$ cat src/rtl/logic_op_pkg.sv
// Shared types for the logic-operation arbiter: opcode and FSM state encodings.
package logic_op_pkg;

    localparam int unsigned OP_W = 3;

    typedef enum logic [OP_W-1:0] {
        OP_AND  = 3'd0,
        OP_OR   = 3'd1,
        OP_NAND = 3'd2,
        OP_NOR  = 3'd3,
        OP_XOR  = 3'd4,
        OP_XNOR = 3'd5,
        OP_NOT  = 3'd6,
        OP_RSVD = 3'd7
    } op_e;

    typedef enum logic [1:0] {
        ST_IDLE = 2'd0,
        ST_EXEC = 2'd1,
        ST_RESP = 2'd2
    } state_e;

endpackage

$ cat src/rtl/logic_op_unit.sv
// Combinational WIDTH-bit bitwise gate evaluator; the reserved opcode yields zero with err set.
module logic_op_unit
    import logic_op_pkg::*;
#(
    parameter int unsigned WIDTH = 8
) (
    input  op_e              op,
    input  logic [WIDTH-1:0] a,
    input  logic [WIDTH-1:0] b,
    output logic [WIDTH-1:0] y,
    output logic             err
);

    always_comb begin
        y   = '0;
        err = 1'b0;
        case (op)
            OP_AND:  y = a & b;
            OP_OR:   y = a | b;
            OP_NAND: y = ~(a & b);
            OP_NOR:  y = ~(a | b);
            OP_XOR:  y = a ^ b;
            OP_XNOR: y = a ^~ b;
            OP_NOT:  y = ~a;
            default: err = 1'b1;
        endcase
    end

endmodule

$ cat src/rtl/logic_op_arbiter.sv
// Round-robin arbiter sharing one logic_op_unit among NREQ valid/ready requesters,
// with a single registered response port.
module logic_op_arbiter
    import logic_op_pkg::*;
#(
    parameter  int unsigned NREQ  = 4,
    parameter  int unsigned WIDTH = 8,
    localparam int unsigned IDW   = $clog2(NREQ)
) (
    input  logic                  clk,
    input  logic                  rst_n,
    input  logic [NREQ-1:0]       req_valid,
    output logic [NREQ-1:0]       req_ready,
    input  logic [OP_W*NREQ-1:0]  req_op,
    input  logic [WIDTH*NREQ-1:0] req_a,
    input  logic [WIDTH*NREQ-1:0] req_b,
    output logic                  resp_valid,
    input  logic                  resp_ready,
    output logic [WIDTH-1:0]      resp_data,
    output logic [IDW-1:0]        resp_id,
    output logic                  resp_err,
    output logic                  busy
);

    logic [OP_W-1:0]  op_arr [NREQ];
    logic [WIDTH-1:0] a_arr  [NREQ];
    logic [WIDTH-1:0] b_arr  [NREQ];

    for (genvar g = 0; g < NREQ; g++) begin : g_unpack
        assign op_arr[g] = req_op[OP_W*g +: OP_W];
        assign a_arr[g]  = req_a[WIDTH*g +: WIDTH];
        assign b_arr[g]  = req_b[WIDTH*g +: WIDTH];
    end

    state_e           state_q,      state_d;
    logic [IDW-1:0]   last_grant_q, last_grant_d;
    op_e              op_q,         op_d;
    logic [WIDTH-1:0] a_q,          a_d;
    logic [WIDTH-1:0] b_q,          b_d;
    logic [IDW-1:0]   id_q,         id_d;
    logic             resp_valid_q, resp_valid_d;
    logic [WIDTH-1:0] resp_data_q,  resp_data_d;
    logic [IDW-1:0]   resp_id_q,    resp_id_d;
    logic             resp_err_q,   resp_err_d;

    logic             grant_vld_c;
    logic [IDW-1:0]   grant_idx_c;
    logic [WIDTH-1:0] unit_y;
    logic             unit_err;

    logic_op_unit #(
        .WIDTH (WIDTH)
    ) u_unit (
        .op  (op_q),
        .a   (a_q),
        .b   (b_q),
        .y   (unit_y),
        .err (unit_err)
    );

    // Scan downward from last_grant+NREQ to last_grant+1 so the last hit is the
    // first valid requester above last_grant (last_grant itself has lowest priority).
    always_comb begin
        int idx;
        grant_vld_c = 1'b0;
        grant_idx_c = '0;
        idx         = 0;
        for (int k = int'(NREQ); k >= 1; k--) begin
            idx = int'(last_grant_q) + k;
            if (idx >= int'(NREQ)) begin
                idx = idx - int'(NREQ);
            end
            if (req_valid[IDW'(idx)]) begin
                grant_vld_c = 1'b1;
                grant_idx_c = IDW'(idx);
            end
        end
    end

    always_comb begin
        state_d      = state_q;
        last_grant_d = last_grant_q;
        op_d         = op_q;
        a_d          = a_q;
        b_d          = b_q;
        id_d         = id_q;
        resp_valid_d = resp_valid_q;
        resp_data_d  = resp_data_q;
        resp_id_d    = resp_id_q;
        resp_err_d   = resp_err_q;
        req_ready    = '0;

        case (state_q)
            ST_IDLE: begin
                if (grant_vld_c) begin
                    req_ready[grant_idx_c] = 1'b1;
                    last_grant_d           = grant_idx_c;
                    op_d                   = op_e'(op_arr[grant_idx_c]);
                    a_d                    = a_arr[grant_idx_c];
                    b_d                    = b_arr[grant_idx_c];
                    id_d                   = grant_idx_c;
                    state_d                = ST_EXEC;
                end
            end
            ST_EXEC: begin
                resp_data_d  = unit_y;
                resp_err_d   = unit_err;
                resp_id_d    = id_q;
                resp_valid_d = 1'b1;
                state_d      = ST_RESP;
            end
            ST_RESP: begin
                if (resp_ready) begin
                    resp_valid_d = 1'b0;
                    state_d      = ST_IDLE;
                end
            end
            default: begin
                state_d      = ST_IDLE;
                resp_valid_d = 1'b0;
            end
        endcase
    end

    always_ff @(posedge clk or negedge rst_n) begin
        if (!rst_n) begin
            state_q      <= ST_IDLE;
            last_grant_q <= IDW'(NREQ - 1);
            op_q         <= OP_AND;
            a_q          <= '0;
            b_q          <= '0;
            id_q         <= '0;
            resp_valid_q <= 1'b0;
            resp_data_q  <= '0;
            resp_id_q    <= '0;
            resp_err_q   <= 1'b0;
        end else begin
            state_q      <= state_d;
            last_grant_q <= last_grant_d;
            op_q         <= op_d;
            a_q          <= a_d;
            b_q          <= b_d;
            id_q         <= id_d;
            resp_valid_q <= resp_valid_d;
            resp_data_q  <= resp_data_d;
            resp_id_q    <= resp_id_d;
            resp_err_q   <= resp_err_d;
        end
    end

    assign resp_valid = resp_valid_q;
    assign resp_data  = resp_data_q;
    assign resp_id    = resp_id_q;
    assign resp_err   = resp_err_q;
    assign busy       = (state_q != ST_IDLE);

endmodule
$ cat config.mk
export PLATFORM = sky130hd
export DESIGN_NAME = logic_op_arbiter
export DESIGN_NICKNAME = d
export VERILOG_FILES = /design/src/rtl/logic_op_pkg.sv /design/src/rtl/logic_op_unit.sv /design/src/rtl/logic_op_arbiter.sv
export SDC_FILE = /design/constraint.sdc
export NUM_CORES = 1
export LEC_CHECK = 0
export CELL_PAD_IN_SITES_DETAIL_PLACEMENT = 1
export CELL_PAD_IN_SITES_GLOBAL_PLACEMENT = 2
export CORE_ASPECT_RATIO = 1.5
export CORE_MARGIN = 2
export CORE_UTILIZATION = 28
export DETAILED_ROUTE_END_ITERATION = 16
export GPL_ROUTABILITY_DRIVEN = 0
export PLACE_DENSITY_LB_ADDON = 0.08
export SYNTH_ARGS = -nofsm -noshare
export SYNTH_HDL_FRONTEND = slang
export SYNTH_SLANG_ARGS = --single-unit
$ cat constraint.sdc
create_clock -name clk -period 4.5 [get_ports clk]
set_input_delay 0.9 -clock clk [delete_from_list [all_inputs] [get_ports clk]]
set_output_delay 0.9 -clock clk [all_outputs]
set_load 0.01 [all_outputs]
== Word-level counts from Yosys, hierarchy flattened ==
Index checks and enable logic that the tools add are counted.

* Output and inout port bits: 17
* Word-level logic and storage cells: 100
* Bits in registers: 37

* Equal/unequal tests: 10
* Add/sub/neg operators: 8
* Bitwise logic cells: 9
* Multiplexer cells: 44
* Reductions and logical operators: 8
* Magnitude comparators: 11

{| class="wikitable"
|+ Operators with widths
! operator !! number
|-
| case mux 8 bit (7 select lines) || 1
|-
| binary-select mux 8 bit (select 2 bit) || 2
|-
| two-way mux 8 bit || 4
|-
| NOT 8 bit || 3
|-
| two-way mux 2 bit || 10
|-
| less-than comparator 2 x 4 -> 1 bit (second input constant) || 4
|-
| two-way mux 1 bit || 15
|-
| greater-or-equal comparator 3 bit (second input constant) || 4
|-
| equality test 3 bit (second input constant) || 3
|-
| AND 8 bit || 1
|-
| binary-select mux 1 bit (select 2 bit) || 4
|-
| two-way mux 4 bit || 2
|-
| bitwise OR 8 bit || 1
|-
| subtractor 2 x 1 -> 2 bit (second input constant) || 4
|-
| bitwise XNOR 8 bit || 1
|-
| XOR 8 bit || 1
|-
| OR reduction 7 bit || 1
|-
| adder 2 x 2 -> 3 bit (second input constant) || 2
|-
| binary-select mux 3 bit (select 2 bit) || 1
|-
| equality test 3 x 2 -> 1 bit (second input constant) || 2
|-
| two-way mux 3 bit || 2
|-
| case mux 2 bit (3 select lines) || 1
|-
| AND reduction 2 bit || 3
|-
| adder 2 x 3 -> 4 bit (second input constant) || 1
|-
| other kinds (16) || 17
|}

== Depth between registers and ports, before layout ==
Gate-level depths: netlist (run 1).

* Depth in word-level cells: 16
* Depth in mapped cells: 7
* Mapped depth without buffers: 7

== Hierarchy ==
A second synthesis (run 1) with hierarchy kept.

* Cells, all modules: 314
* Area, all modules: 2,985.4 µm²

{| class="wikitable"
|+ Modules (own cells, without submodules)
! module !! cells an instance !! instances !! area an instance (µm²)
|-
| logic_op_arbiter || 219 || 1 || 2,215.9
|-
| logic_op_unit || 95 || 1 || 769.5
|}

== Worst setup path before layout (run 1) ==
No wires, ideal clock.

* Path kind: in2out
* From: in req_valid[3]
* To: out req_ready[2]
* Stages on the path: 6
* Path buffers: 1
* Arrival: 1,814 ps
* Path slack: 1,786 ps
* Cells stage by stage: nor2_1 a21o_1 inv_2 nand2_1 clkbuf_1 nor2_1

* Longest elaborated chain between the ends: 13

{| class="wikitable"
|+ RTL lines
! item !! line !! source
|-
| start, declared || logic_op_arbiter.sv:12 || <nowiki>input logic [NREQ-1:0] req_valid,</nowiki>
|-
| binary-select mux 1 bit (select 2 bit) || logic_op_arbiter.sv:73 || <nowiki>if (req_valid[IDW'(idx)]) begin</nowiki>
|-
| two-way mux 1 bit (implied by the code) (2 in series) || logic_op_arbiter.sv:73 ||
|-
| two-way mux 2 bit (4 in series) || logic_op_arbiter.sv:73 ||
|-
| less-than comparator 2 x 3 -> 1 bit (implied by the code) or greater-or-equal comparator 2 x 1 -> 1 bit (tied branches) || logic_op_arbiter.sv:96 || <nowiki>req_ready[grant_idx_c] = 1'b1;</nowiki>
|-
| logical AND 1 bit (implied by the code) || logic_op_arbiter.sv:96 ||
|-
| two-way mux 1 bit (implied by the code) || logic_op_arbiter.sv:96 ||
|-
| demux 1 bit (select 2 bit) || logic_op_arbiter.sv:96 ||
|-
| two-way mux 4 bit (*) || logic_op_arbiter.sv:95 || <nowiki>if (grant_vld_c) begin</nowiki>
|-
| two-way mux 4 bit (*) || logic_op_arbiter.sv:93 || <nowiki>case (state_q)</nowiki>
|-
| end, declared || logic_op_arbiter.sv:13 || <nowiki>output logic [NREQ-1:0] req_ready,</nowiki>
|}

Mark *: on every way between the ends. The rest lies on a longest branch, timed or not. The select of a mux whose other input is x is not followed.

== Worst setup path after layout (run 1) ==
Ends and elaborated chain as after synthesis.

==> impl_results.md, run 1 <==
* Status: complete, no violations
* Initial Utilization at 28.5%
* Critical Path RT at 3.60 ns
* Mean cell area of the mapped netlist at 9.34 sq um
* Clock Path Buffers at 2
* Critical path cell sequence: clkdlybuf4s50_1, nor2b_1, a21oi_1, o221ai_4, buf_4, nor2_1, clkdlybuf4s50_1
* Worst r2r src: last_grant_q[1]
* WS Path Type: input port to output port
* Area Growth Syn to Fin at 46.0%
* Via Count at 2430
* Clock transition at path regs at 0.06 ns
* Met3 routed WL at 213 microns
* Fillers at 1058
* HP Start: resp_valid
* Vias in the first global route at 2563
* Root Driver: clkbuf_16
* PortBufs at 99
* Adder-cell share of the synthesized area at 7.63%
* Die span in x at 83.0 microns
* Critical Path Max Stage Delay at 0.54 ns
* Routed wire per std cell at 16.1 microns
* Post-Route WL at 7830 microns
* Vias per cell at 5.00
* Setup-failing EPs final at 0
* RSZ-0062 raised after global routing: no
* Max-cap violations at 0
* Hold crit path type: flop to flop
* Top cell type's share of synthesized area at 33.4%
* Rel. slew slack at 26.1%
* Global-route wire length before repair at 12600 microns
* Cell taking the most area after synthesis: dfrtp_1
* Drt first pass iters at 4
* Iter 0 DRT Violations at 76
* Min Tclk post-route at 3.68 ns
* Register area share after synthesis at 35.4%
* Reg2Reg Setup Slack at 2.38 ns
* Largest family of logic cells by synthesized area: compound AO/OA/AOI/OAI gates
* Synth cell types at 35
* Die area at 0.0102 sq mm
* Clk_lat worst skew at 0.28 ns
* Synth Area in Simple Gates at 11.5%
* Initial antenna violation count at 0
* ANT cells at 0
* Most common cell after layout, fill and taps aside: clkdlybuf4s50_1
* TritonCTS buffer count at 5
* Dpl ws at 0.803 ns
* Cells on worst reg2reg path at 6
* Cell area after synthesis at 0.00262 sq mm
* Top sig layer: met4
* Syn Inst Count at 281
* H-Tree Level Count at 2
* Hold_buf cts at 0
* Min-Delay Path Depth at 1
* Gr ovfl total at 0
* CP max FO at 11
* Non-filler instance count after layout at 486
* Largest net degree at the start of global routing at 38
* Startpoint Class: input port
* Final Hold Vio Count at 0
* Die height at 123 microns
* R2R Path End: a_q[4]
* Maximum VDD drop at 0.000317 V
* Xor and xnor area share after synthesis at 3.34%
* # Post-CTS Setup Buffers at 0
* Setup TNS at 0 ns
* Crit. End Element: output port
* DP HPWL at 6060 microns
* Clock Sinks at 37
* Leading cell types in the layout, fill and taps excluded: clkdlybuf4s50_1, nand2_1, mux2i_1
* Actual slew at the worst max-slew pin at 1.11 ns
* WL met2 at 4590 microns
* # DRC at 0
* CTS tree: built
* Layout Nets at 472
* Core Rows at 43
* Met1 WL at 2940 microns
* Synth Register Bits at 37
* Final period utilization at 81.7%
* Post-CTS Resized at 0
* Post-synthesis mux area share at 16.9%
* Post-Syn Nets at 380
* Final WS setup at 0.824 ns
* Hold Path Sink: resp_valid
* CP arrival at 2.78 ns
* Total GRT Usage at 15.4%
* P_leak at 1.68 nW
* Synth Area in Compound Gates at 18.6%
* Synth Warn # at 0
* Slowest CP cell: clkdlybuf4s50_1
* Synth area leaders: dfrtp_1, mux2i_1, o221ai_1, ha_1, nand2_1
* Peak Freq at 272 MHz
* PD cells at 641 mW/mm^2
* Detail Route Antenna Nets at 0
* Fraction of layout cells with a size suffix above 1 at 5.08%
* Placed cell count at 478
* Num ports at 100
* Core Region at 0.00920 sq mm
* Final Max Slew Viols at 0
* Worst Skew at 0.00572 ns
* Cell repeated most along the worst path: clkdlybuf4s50_1
[per-stage QoR]
stage | cell area (sq um) | hold slack (ns) | utilization [%] | total power (W)
final | 3830 | 0.475 | 41.6 | 0.00246
after global routing | 3830 | 0.507 | 41.6 | 0.00269
after CTS | 3830 | 0.480 | 41.6 | 0.00251
after detailed placement | 3680 | 0.465 | 40.1 | 0.00214
after global placement | 3680 | 0.457 | 40.1 | 0.00210
after floorplan | 2620 | 0.443 | - | 0.00166
[worst max-delay path by stage]
stage / startpoint / to / cells after the start
2_1_floorplan: req_valid[3] / req_ready[2] / 6
3_3_place_gp: req_valid[3] / req_ready[2] / 7
3_5_place_dp: req_valid[3] / req_ready[2] / 7
4_1_cts: req_valid[3] / req_ready[2] / 7
5_1_grt: req_valid[3] / req_ready[2] / 7
6_report: req_valid[3] / req_ready[2] / 7
[sequential cells by signal, summed over array words and instances, names as in the netlist]
signal	cells
resp_data	8
b_q	8
resp_err	1
op_q	3
id_q	2
a_q	8
resp_valid	1
state_q	2
resp_id	2
last_grant_q	2
[cells by family (layout without fill, tap and decap cells)]
| logic type | after synthesis | count (layout) |
|---|---|---|
| multiplexers | 44 | 44 |
| XOR/XNOR | 10 | 10 |
| buffers and inverters | 38 | 131 |
| AO/OA/AOI/OAI | 66 | 66 |
| flip-flops | 37 | 37 |
| adder cells (fa/ha/maj) | 16 | 16 |
| AND/OR/NAND/NOR | 70 | 70 |
[metal layers]
layer / vias up / GRT usage, %
met5: - / 0
li1: 1182 / -
met2: 43 / 30.8
met4: 0 / 4.30
met1: 1198 / 16.5
met3: 7 / 2.49
[area by class of cell]
type / instances / area, sq um / area share, %
clock buffer: 8 / 146 / 3.82
inverter: 19 / 71.3 / 1.86
multi-input combinational: 206 / 1520 / 39.7
sequential: 37 / 928 / 24.2
tap: 112 / 140 / 3.66
timing repair buffer: 104 / 1020 / 26.7
[report_power, final]
part / total (W) / internal [W] / switching, W
Combinational: 0.00136 / 0.000696 / 0.000662
Clock: 0.000357 / 0.000221 / 0.000136
Sequential: 0.000742 / 0.000508 / 0.000234
[cells in the mapped netlist]
library cell,n
a22oi_1,2
o32ai_1,2
inv_2,1
a21boi_1,1
buf_2,1
a2bb2oi_1,2
dfstp_2,2
a31o_2,1
xnor2_1,10
o221ai_1,23
nor2b_1,3
o22ai_1,2
dfrtp_1,35
and3_1,2
o211ai_1,2
o21ai_0,2
a21o_1,2
o21a_1,1
a221oi_1,2
nand2_1,43
a31oi_1,1
buf_6,4
o21ai_1,16
inv_1,18
buf_1,2
clkbuf_1,12
nor2_1,13
a21oi_1,6
or2_1,1
mux2_2,2
mux2i_1,42
or3b_1,2
ha_1,16
nand2b_1,6
o221ai_4,1
[worst max-delay path, delay by kind of cell]
kind,cells,cell delay (ns)
AO/OA/AOI/OAI,2,0.36
AND/OR/NAND/NOR,2,0.29
buffers and inverters,3,1.22
Power figures use the tool's default switching activity.
==> run 2, diff against run 1 <==
CORE_UTILIZATION = 23   (was 28)
clock period = 3.2 ns   (was 4.5 ns; I/O delays follow)
==> run 2 against run 1 <==
Compared with the run above: via count down 0.16%; global-route usage down 1.4 points; flip-flop and latch count unchanged; sequential power up 39%; first-iteration DRC count down 7.9%; clock skew about the same; utilization down 6.5 points; combinational power up 43%; clock power up 41%; routed wire length up 6.4%; hold slack about the same; largest cell class unchanged; highest routed layer unchanged.
==> impl_results.md, run 2 (synthesized netlist as in run 1, its figures left out) <==
* Core Rows at 47 (+9.3%)
* Gr ovfl total at 0 (unchanged)
* Post-CTS Resized at 0 (unchanged)
* Reg2Reg Setup Slack at 1.08 ns (-1.30 ns)
* Slowest CP cell: clkdlybuf4s50_1
* Maximum VDD drop at 0.000450 V (+42%)
* Iter 0 DRT Violations at 70 (-7.9%)
* PortBufs at 99 (unchanged)
* Levels on crit path at 6 (-1)
* Min Tclk post-route at 3.11 ns
* Final period utilization at 97.0%
* Peak Freq at 322 MHz
* HP Start: id_q[1]
* Die area at 0.0123 sq mm (+21%)
* Critical path cell sequence: clkdlybuf4s50_1, nor2b_1, a21oi_1, o221ai_4, and3_1, clkdlybuf4s50_1
* Setup-failing EPs final at 0 (unchanged)
* Global-route wire length before repair at 13400 microns (+6.5%)
* Clock Path Buffers at 2 (unchanged)
* Fraction of layout cells with a size suffix above 1 at 5.33% (+0.25 points)
* CP bufs+invs at 2 (-1)
* Initial Utilization at 23.7% (-4.8 points)
* Final Hold Vio Count at 0 (unchanged)
* Hold Path Sink: id_q[1]
* # Post-CTS Setup Buffers at 0 (unchanged)
* Area Growth Syn to Fin at 48.0%
* Hold_buf cts at 0 (unchanged)
* Worst r2r src: last_grant_q[1]
* Clock Sinks at 37 (unchanged)
* Most common cell after layout, fill and taps aside: clkdlybuf4s50_1
* CP arrival at 2.47 ns (-0.31 ns)
* Worst Skew at 0.00614 ns (+0.000420 ns)
* Via Count at 2426 (-0.16%)
* Clk_lat worst skew at 0.28 ns (about the same)
* Crit. End Element: output port
* Final WS setup at 0.0946 ns (-0.729 ns)
* Root Driver: clkbuf_16
* Final Max Slew Viols at 0 (unchanged)
* Cell repeated most along the worst path: clkdlybuf4s50_1
* Core Region at 0.0111 sq mm (+20%)
* RSZ-0062 raised after global routing: no
* Leading cell types in the layout, fill and taps excluded: clkdlybuf4s50_1, nand2_1, mux2i_1
* Critical Path Max Stage Delay at 0.53 ns (about the same)
* # DRC at 0 (unchanged)
* Routed wire per std cell at 16.0 microns (-0.98%)
* ANT cells at 0 (unchanged)
* Initial antenna violation count at 0 (unchanged)
* Cells on worst reg2reg path at 6 (unchanged)
* Num ports at 100 (unchanged)
* Vias per cell at 4.65 (-7.0%)
* Min-Delay Path Depth at 2 (+1)
* Fillers at 1329 (+26%)
* Post-Route WL at 8330 microns (+6.4%)
* Dpl ws at 0.0994 ns (-0.703 ns)
* Die span in x at 91.2 microns (+9.8%)
* Final Util at 35.1% (-6.5 points)
* CTS tree: built
* TritonCTS buffer count at 5 (unchanged)
* Clock transition at path regs at 0.06 ns (about the same)
* WS Path Type: input port to output port
* Setup TNS at 0 ns (unchanged)
* Drt first pass iters at 4 (unchanged)
* DP HPWL at 6460 microns (+6.7%)
* Die height at 135 microns (+10%)
* Startpoint Class: input port
* Layout Nets at 473 (+0.21%)
* Actual slew at the worst max-slew pin at 0.904 ns (-0.203 ns)
* PD cells at 897 mW/mm^2 (+40%)
* P_leak at 1.69 nW (+0.30%)
* Detail Route Antenna Nets at 0 (unchanged)
* Total power at 0.00348 W (+42%)
* Hold crit path type: flop to flop
* Largest net degree at the start of global routing at 38 (unchanged)
* R2R Path End: a_q[3]
* Vias in the first global route at 2689 (+4.9%)
* CP max FO at 6 (-5)
* Max-cap violations at 0 (unchanged)
* Largest delay share family, worst path: buffers and inverters
* H-Tree Level Count at 2 (unchanged)
* Status: complete, no violations
* Rel. slew slack at 39.7% (+14 points)
* Critical Path RT at 2.56 ns (-1.04 ns)
* Total GRT Usage at 14.0% (-1.4 points)
[run 2: power by group]
group | total (W) | internal [W] | switching [W]
clock network | 0.000504 | 0.000311 | 0.000193
logic | 0.00195 | 0.000985 | 0.000964
registers | 0.00103 | 0.000714 | 0.000315
[run 2: worst max-delay path by stage]
stage,endpoint,slack (ns),start
3_3_place_gp,req_ready[1],0.17,req_valid[3]
5_1_grt,req_ready[1],0.01,req_valid[3]
2_1_floorplan,req_ready[2],1.01,req_valid[3]
4_1_cts,req_ready[1],0.09,req_valid[3]
6_report,req_ready[1],0.09,req_valid[3]
3_5_place_dp,req_ready[1],0.1,req_valid[3]
[run 2: through the flow]
stage	instance area (sq um)	hold slack, ns	cells
3_5_place_dp	3740	0.469	514
4_1_cts	3880	0.484	522
3_3_place_gp	3740	0.463	514
6_report	3880	0.475	522
5_1_grt	3880	0.518	522
2_1_floorplan	2620	0.344	281
[run 2: layout make-up]
class                      instances  area (sq um)  share of cell area [%]
timing repair buffer             105          1030                    26.6
tap                              147           184                    4.74
sequential                        37           928                    23.9
clock buffer                       8           146                    3.77
multi-input combinational        206          1520                    39.2
inverter                          19          71.3                    1.84
[run 2: metal layers]
metal | wire, microns | part of all wire [%] | vias up | global-route usage [%]
met1 | 3070 | 37 | 1192 | 14.3
met5 | 0 | 0 | - | 0
li1 | - | - | 1183 | -
met2 | 4890 | 59 | 44 | 28.3
met3 | 260 | 3.1 | 7 | 2.57
met4 | 112 | 1.3 | 0 | 4.29
[run 2: worst reg2reg max path: stages, from the launching register on]
cell	delay, ns
dfstp_2	0.59
nand2b_1	0.12
a21oi_1	0.10
o221ai_4	0.26
buf_4	0.47
mux2i_1	0.30
o221ai_1	0.14
